### src/rtl/sequential_fp_divider.sv
// Iterative single-precision divider (a / b), restoring radix-2, truncating.
// Define FPDIV_NAN_EN to return quiet NaN for 0/0, inf/inf and NaN operands.
module sequential_fp_divider #(
    parameter int EXP_BIAS = 127,
    parameter int QBITS    = 25
) (
    input  logic        clk,
    input  logic        rst,
    input  logic        start,
    input  logic [31:0] a,
    input  logic [31:0] b,
    output logic        busy,
    output logic        done,
    output logic [31:0] result
);

    localparam int CNT_W = $clog2(QBITS + 1);

    typedef enum logic [1:0] {IDLE, DIVIDE, NORM, DONE} state_t;

    state_t             state, state_nxt;
    logic               sign;
    logic [7:0]         exp_a, exp_b;
    logic               man_a_nz, man_b_nz;
    logic [24:0]        rem;
    logic [23:0]        divisor;
    logic [QBITS-1:0]   quo;
    logic [CNT_W-1:0]   cnt;

    logic               q_bit;
    logic [24:0]        rem_sub;
    logic signed [9:0]  exp_q;
    logic [22:0]        mant_q;
    logic [31:0]        norm_val;

    // Clamp a biased exponent to the representable range: no denormals.
    function automatic logic [31:0] sat_pack(input logic s, input logic signed [9:0] e,
                                             input logic [22:0] m);
        if (e >= 10'sd255)
            sat_pack = {s, 8'hFF, 23'h0};
        else if (e <= 10'sd0)
            sat_pack = {s, 31'h0};
        else
            sat_pack = {s, e[7:0], m};
    endfunction

    always_ff @(posedge clk or posedge rst) begin
        if (rst)
            state <= IDLE;
        else
            state <= state_nxt;
    end

    always_comb begin
        state_nxt = state;
        case (state)
            IDLE:    if (start) state_nxt = DIVIDE;
            DIVIDE:  if (cnt == CNT_W'(QBITS - 1)) state_nxt = NORM;
            NORM:    state_nxt = DONE;
            DONE:    state_nxt = IDLE;
            default: state_nxt = IDLE;
        endcase
    end

    assign busy = (state != IDLE);
    assign done = (state == DONE);

    assign q_bit   = (rem >= {1'b0, divisor});
    assign rem_sub = q_bit ? (rem - {1'b0, divisor}) : rem;

    always_comb begin
        exp_q  = $signed({2'b00, exp_a}) - $signed({2'b00, exp_b}) + $signed(10'(EXP_BIAS));
        mant_q = quo[QBITS-2 -: 23];
        if (!quo[QBITS-1]) begin
            exp_q  = exp_q - 10'sd1;
            mant_q = quo[QBITS-3 -: 23];
        end

        norm_val = sat_pack(sign, exp_q, mant_q);
        if (exp_b == 8'hFF) norm_val = {sign, 31'h0};
        if (exp_b == 8'h00) norm_val = {sign, 8'hFF, 23'h0};
        if (exp_a == 8'hFF) norm_val = {sign, 8'hFF, 23'h0};
        if (exp_a == 8'h00) norm_val = {sign, 31'h0};
`ifdef FPDIV_NAN_EN
        if ((exp_a == 8'h00 && exp_b == 8'h00) || (exp_a == 8'hFF && exp_b == 8'hFF) ||
            (exp_a == 8'hFF && man_a_nz) || (exp_b == 8'hFF && man_b_nz))
            norm_val = 32'h7FC0_0000;
`endif
    end

    always_ff @(posedge clk or posedge rst) begin
        if (rst) begin
            sign     <= 1'b0;
            exp_a    <= 8'h0;
            exp_b    <= 8'h0;
            man_a_nz <= 1'b0;
            man_b_nz <= 1'b0;
            rem      <= 25'h0;
            divisor  <= 24'h0;
            quo      <= '0;
            cnt      <= '0;
            result   <= 32'h0;
        end else begin
            case (state)
                IDLE: if (start) begin
                    sign     <= a[31] ^ b[31];
                    exp_a    <= a[30:23];
                    exp_b    <= b[30:23];
                    man_a_nz <= |a[22:0];
                    man_b_nz <= |b[22:0];
                    rem      <= {2'b01, a[22:0]};
                    divisor  <= {1'b1, b[22:0]};
                    quo      <= '0;
                    cnt      <= '0;
                end
                // One quotient bit per cycle, MSB first; remainder stays below 2*divisor.
                DIVIDE: begin
                    rem <= rem_sub << 1;
                    quo <= {quo[QBITS-2:0], q_bit};
                    cnt <= cnt + 1'b1;
                end
                NORM:    result <= norm_val;
                default: ;
            endcase
        end
    end

endmodule

### config.mk
export PLATFORM = sky130hd
export DESIGN_NAME = sequential_fp_divider
export DESIGN_NICKNAME = d
export VERILOG_FILES = /design/src/rtl/sequential_fp_divider.sv
export SDC_FILE = /design/constraint.sdc
export NUM_CORES = 1
export LEC_CHECK = 0
export ABC_AREA = 1
export ABC_CLOCK_PERIOD_IN_PS = 4750
export BUFFER_PORTS_ARGS = -buffer_cell sky130_fd_sc_hd__clkbuf_2
export CAP_MARGIN = 30
export CORE_MARGIN = 3
export CORE_UTILIZATION = 30
export DETAILED_ROUTE_END_ITERATION = 16
export SLEW_MARGIN = 40
export SYNTH_ARGS = -nofsm -noshare
export SYNTH_HDL_FRONTEND = slang
export SYNTH_SLANG_ARGS = --single-unit
### constraint.sdc
create_clock -name clk -period 4.75 [get_ports clk]
set_input_delay 0.2375 -clock clk [delete_from_list [all_inputs] [get_ports clk]]
set_output_delay 0.2375 -clock clk [all_outputs]
set_load 0.01 [all_outputs]
==> results.py <==
metrics = {
    "run_status": {
        "status": "complete, no violations",
    },
    "synth": {
        "synth_compound_area_share_pct": 18.8,
        "synth.top_cell.area_share_pct": 39.6,
        "synth_xor_area_share_pct": 2.02,
        "yosysSeqAreaShare_pct": 39.6,
        "synth_area_leaders": "dfrtp_1 (40%), nand2_1 (12%), inv_1 (6.2%), a21oi_1 (6.1%), ha_1 (6.1%)",
        "postSynthAreaPerCell_um2": 7.34,
        "synth_top_area_cell": "dfrtp_1",
        "synth-seq-cells": 130,
        "synthDistinctLibCells": 42,
        "synth_edf_count": 0,
        "synth_top_family_by_area": "simple AND/OR/NAND/NOR gates",
        "synthSimpleGateAreaFrac_pct": 24.3,
        "synth_most_common_cell": "nand2_1",
        "synthesis.area_mm2": 0.00822,
        "yosysWarnings": 0,
        "synthTopCellsByCount": "nand2_1 (267), inv_1 (136), dfrtp_1 (130)",
        "syn_nets": 1229,
        "synthAdderAreaFrac_pct": 6.57,
        "synth.area.mux_share_pct": 0,
        "ys.flop_type": "dfrtp_1",
        "ys_async_sr_fraction_pct": 100,
        "synthesis.instances": 1120,
    },
    "timing": {
        "relSlewSlack_pct": 47.7,
        "min_period_ns": 3.43,
        "tightest_slew_ns": 0.764,
        "finalSetupViolCount": 0,
        "rsz0062_at_grt": "false",
        "drv_slew": 0,
        "hold_violations": 0,
        "hold_ws_ns": 0.0145,
        "timing.fmax_mhz": 291,
        "tns_ns": 0,
        "skew_ns": 0.0122,
        "period_share_pct": 72.3,
    },
    "final_layout": {
        "syn_to_final_growth_pct": 17.5,
        "drive_gt1_share_pct": 15.0,
        "seq_area_mm2": 0.00325,
        "antenna_cells": 0,
        "fillers": 2776,
        "fin_nets": 1318,
        "multi_input_area_mm2": 0.00427,
    },
    "die": {
        "num_io_pins": 101,
        "dieArea_mm2": 0.0294,
        "die_y_um": 172,
        "core-area_mm2": 0.0265,
        "die_x_um": 172,
        "rows": 59,
        "initial_core_util_pct": 31.0,
    },
    "route": {
        "wl_per_cell_um": 13.5,
        "viasPerCell": 4.78,
        "drt-initial-drc-count": 396,
        "antenna_left": 0,
        "drc_errors": 0,
        "vias": 7436,
        "wirelength_mm": 21.0,
        "dr.pass1.iters": 4,
    },
    "clocking": {
        "post_cts_buffers": 0,
        "cts.path.max_buffers": 2,
        "clock_latency_ns": 0.43,
        "cts_inserted_buffers": 17,
        "clock-sinks": 130,
        "clkTransAtPathRegs_ns": 0.07,
        "tritoncts": "built",
        "post_cts_resize_count": 0,
        "cts-root-buf": "clkbuf_16",
        "htree_num_levels": 4,
        "cts_hold_buf": 4,
    },
    "run": {
        "max-cap-violations": 0,
    },
    "global_routing": {
        "grt_first_pass_wirelength_mm": 35.6,
        "antenna_found_initial": 0,
        "grt_pass1_vias": 7316,
        "grt_overflow": 0,
        "gr-usage-all-layers_pct": 14.9,
        "grt_max_degree": 71,
    },
    "placed_design": {
        "gp_congestion": 0.859,
        "hpwl_mm": 15.6,
        "port_buffers": 100,
    },
    "worst_setup_path": {
        "crit_fanout": 18,
        "worst_setup_path_start_kind": "flop",
        "crit_arrival_ns": 3.78,
        "critical_path_class": "flop to flop",
        "required_ns": 5.10,
        "end_kind": "flop",
    },
    "worst_hold_path": {
        "hold_path_class": "input pin to flop",
    },
}
[cell type report]
| cell class | count | share of cell area (%) |
|---|---|---|
| Tap cell | 335 | 4.34 |
| Inverter | 143 | 5.63 |
| Clock buffer | 17 | 4.40 |
| Timing Repair Buffer | 111 | 6.14 |
| Multi-Input combinational cell | 806 | 44.2 |
| Clock inverter | 15 | 1.64 |
| Sequential cell | 130 | 33.7 |
[per-stage QoR]
stage               setup slack [ns]  instances  utilization, %  area [µm²]
finish                          1.32       1557            36.5        9660
global route                   0.889       1557            36.5        9660
CTS                             1.31       1557            36.5        9660
detailed placement              1.32       1521            34.1        9040
global placement                1.43       1521            34.1        9030
floorplan                       1.04       1120               -        8220
[path summary, 6_finish.rpt]
check                                   startpoint                      end  slack, ns  cells past startpoint
min                                          b[14]  divisor[14]$_DFFE_PP0P_       0.01                      3
min in group asynchronous                      rst   result[21]$_DFFE_PP0P_       0.44                      3
max                           exp_a[0]$_DFFE_PP0P_   result[21]$_DFFE_PP0P_       1.32                     18
min reg2reg                divisor[23]$_DFFE_PP0P_  divisor[23]$_DFFE_PP0P_       0.47                      2
max reg2reg                   exp_a[0]$_DFFE_PP0P_   result[21]$_DFFE_PP0P_       1.32                     18
max in group asynchronous                      rst       rem[8]$_DFFE_PP0P_       3.34                      4
[logic make-up after synthesis]
logic type	Yosys count
compound gates	274
fa+ha+maj	42
simple gates	471
xor+xnor	19
buf+inv	184
flops	130
[registers in the layout, summed over array words and instances (netlist names)]
name and count:
exp_b 8, rem 25, quo 25, result 32, sign 1, exp_a 8
cnt 5, divisor 24, state 2
[layer usage]
| layer | vias up | GRT usage (%) | part of all wire (%) |
|---|---|---|---|
| met5 | - | 0 | 0 |
| met4 | 0 | 4.34 | 1.3 |
| met3 | 19 | 2.60 | 2.9 |
| met2 | 122 | 24.5 | 47 |
| met1 | 3408 | 20.1 | 49 |
| li1 | 3887 | - | - |
[worst max-delay path: stages (launching register included)]
cell	delay, ns
dfrtp_1	0.36
inv_1	0.07
ha_1	0.20
inv_1	0.10
fa_1	0.41
inv_1	0.11
ha_1	0.18
inv_1	0.07
nor2_2	0.12
nand3_1	0.12
nor2_2	0.13
nand3_2	0.09
nand2_1	0.13
inv_2	0.07
nand3_2	0.10
nor2_2	0.05
a21oi_4	0.38
nand3_2	0.40
o21ai_0	0.26
[layout by cell type (no fill, tap or decap), drive strengths merged, types with 9 or more instances in the layout]
master	netlist	final
o21ai	112	112
dfrtp	130	130
nor3	9	9
clkbuf	34	117
o211ai	12	12
xor2	10	10
xnor2	9	9
ha	40	40
a21oi	102	102
nor4	9	9
a2111oi	11	11
o22ai	25	25
nand2	273	273
nand3	64	64
inv	141	152
nor2	102	102
Power is left out: the tool's default activity adds up to more than one toggle a clock period on the data nets, which glitch-free logic cannot reach.
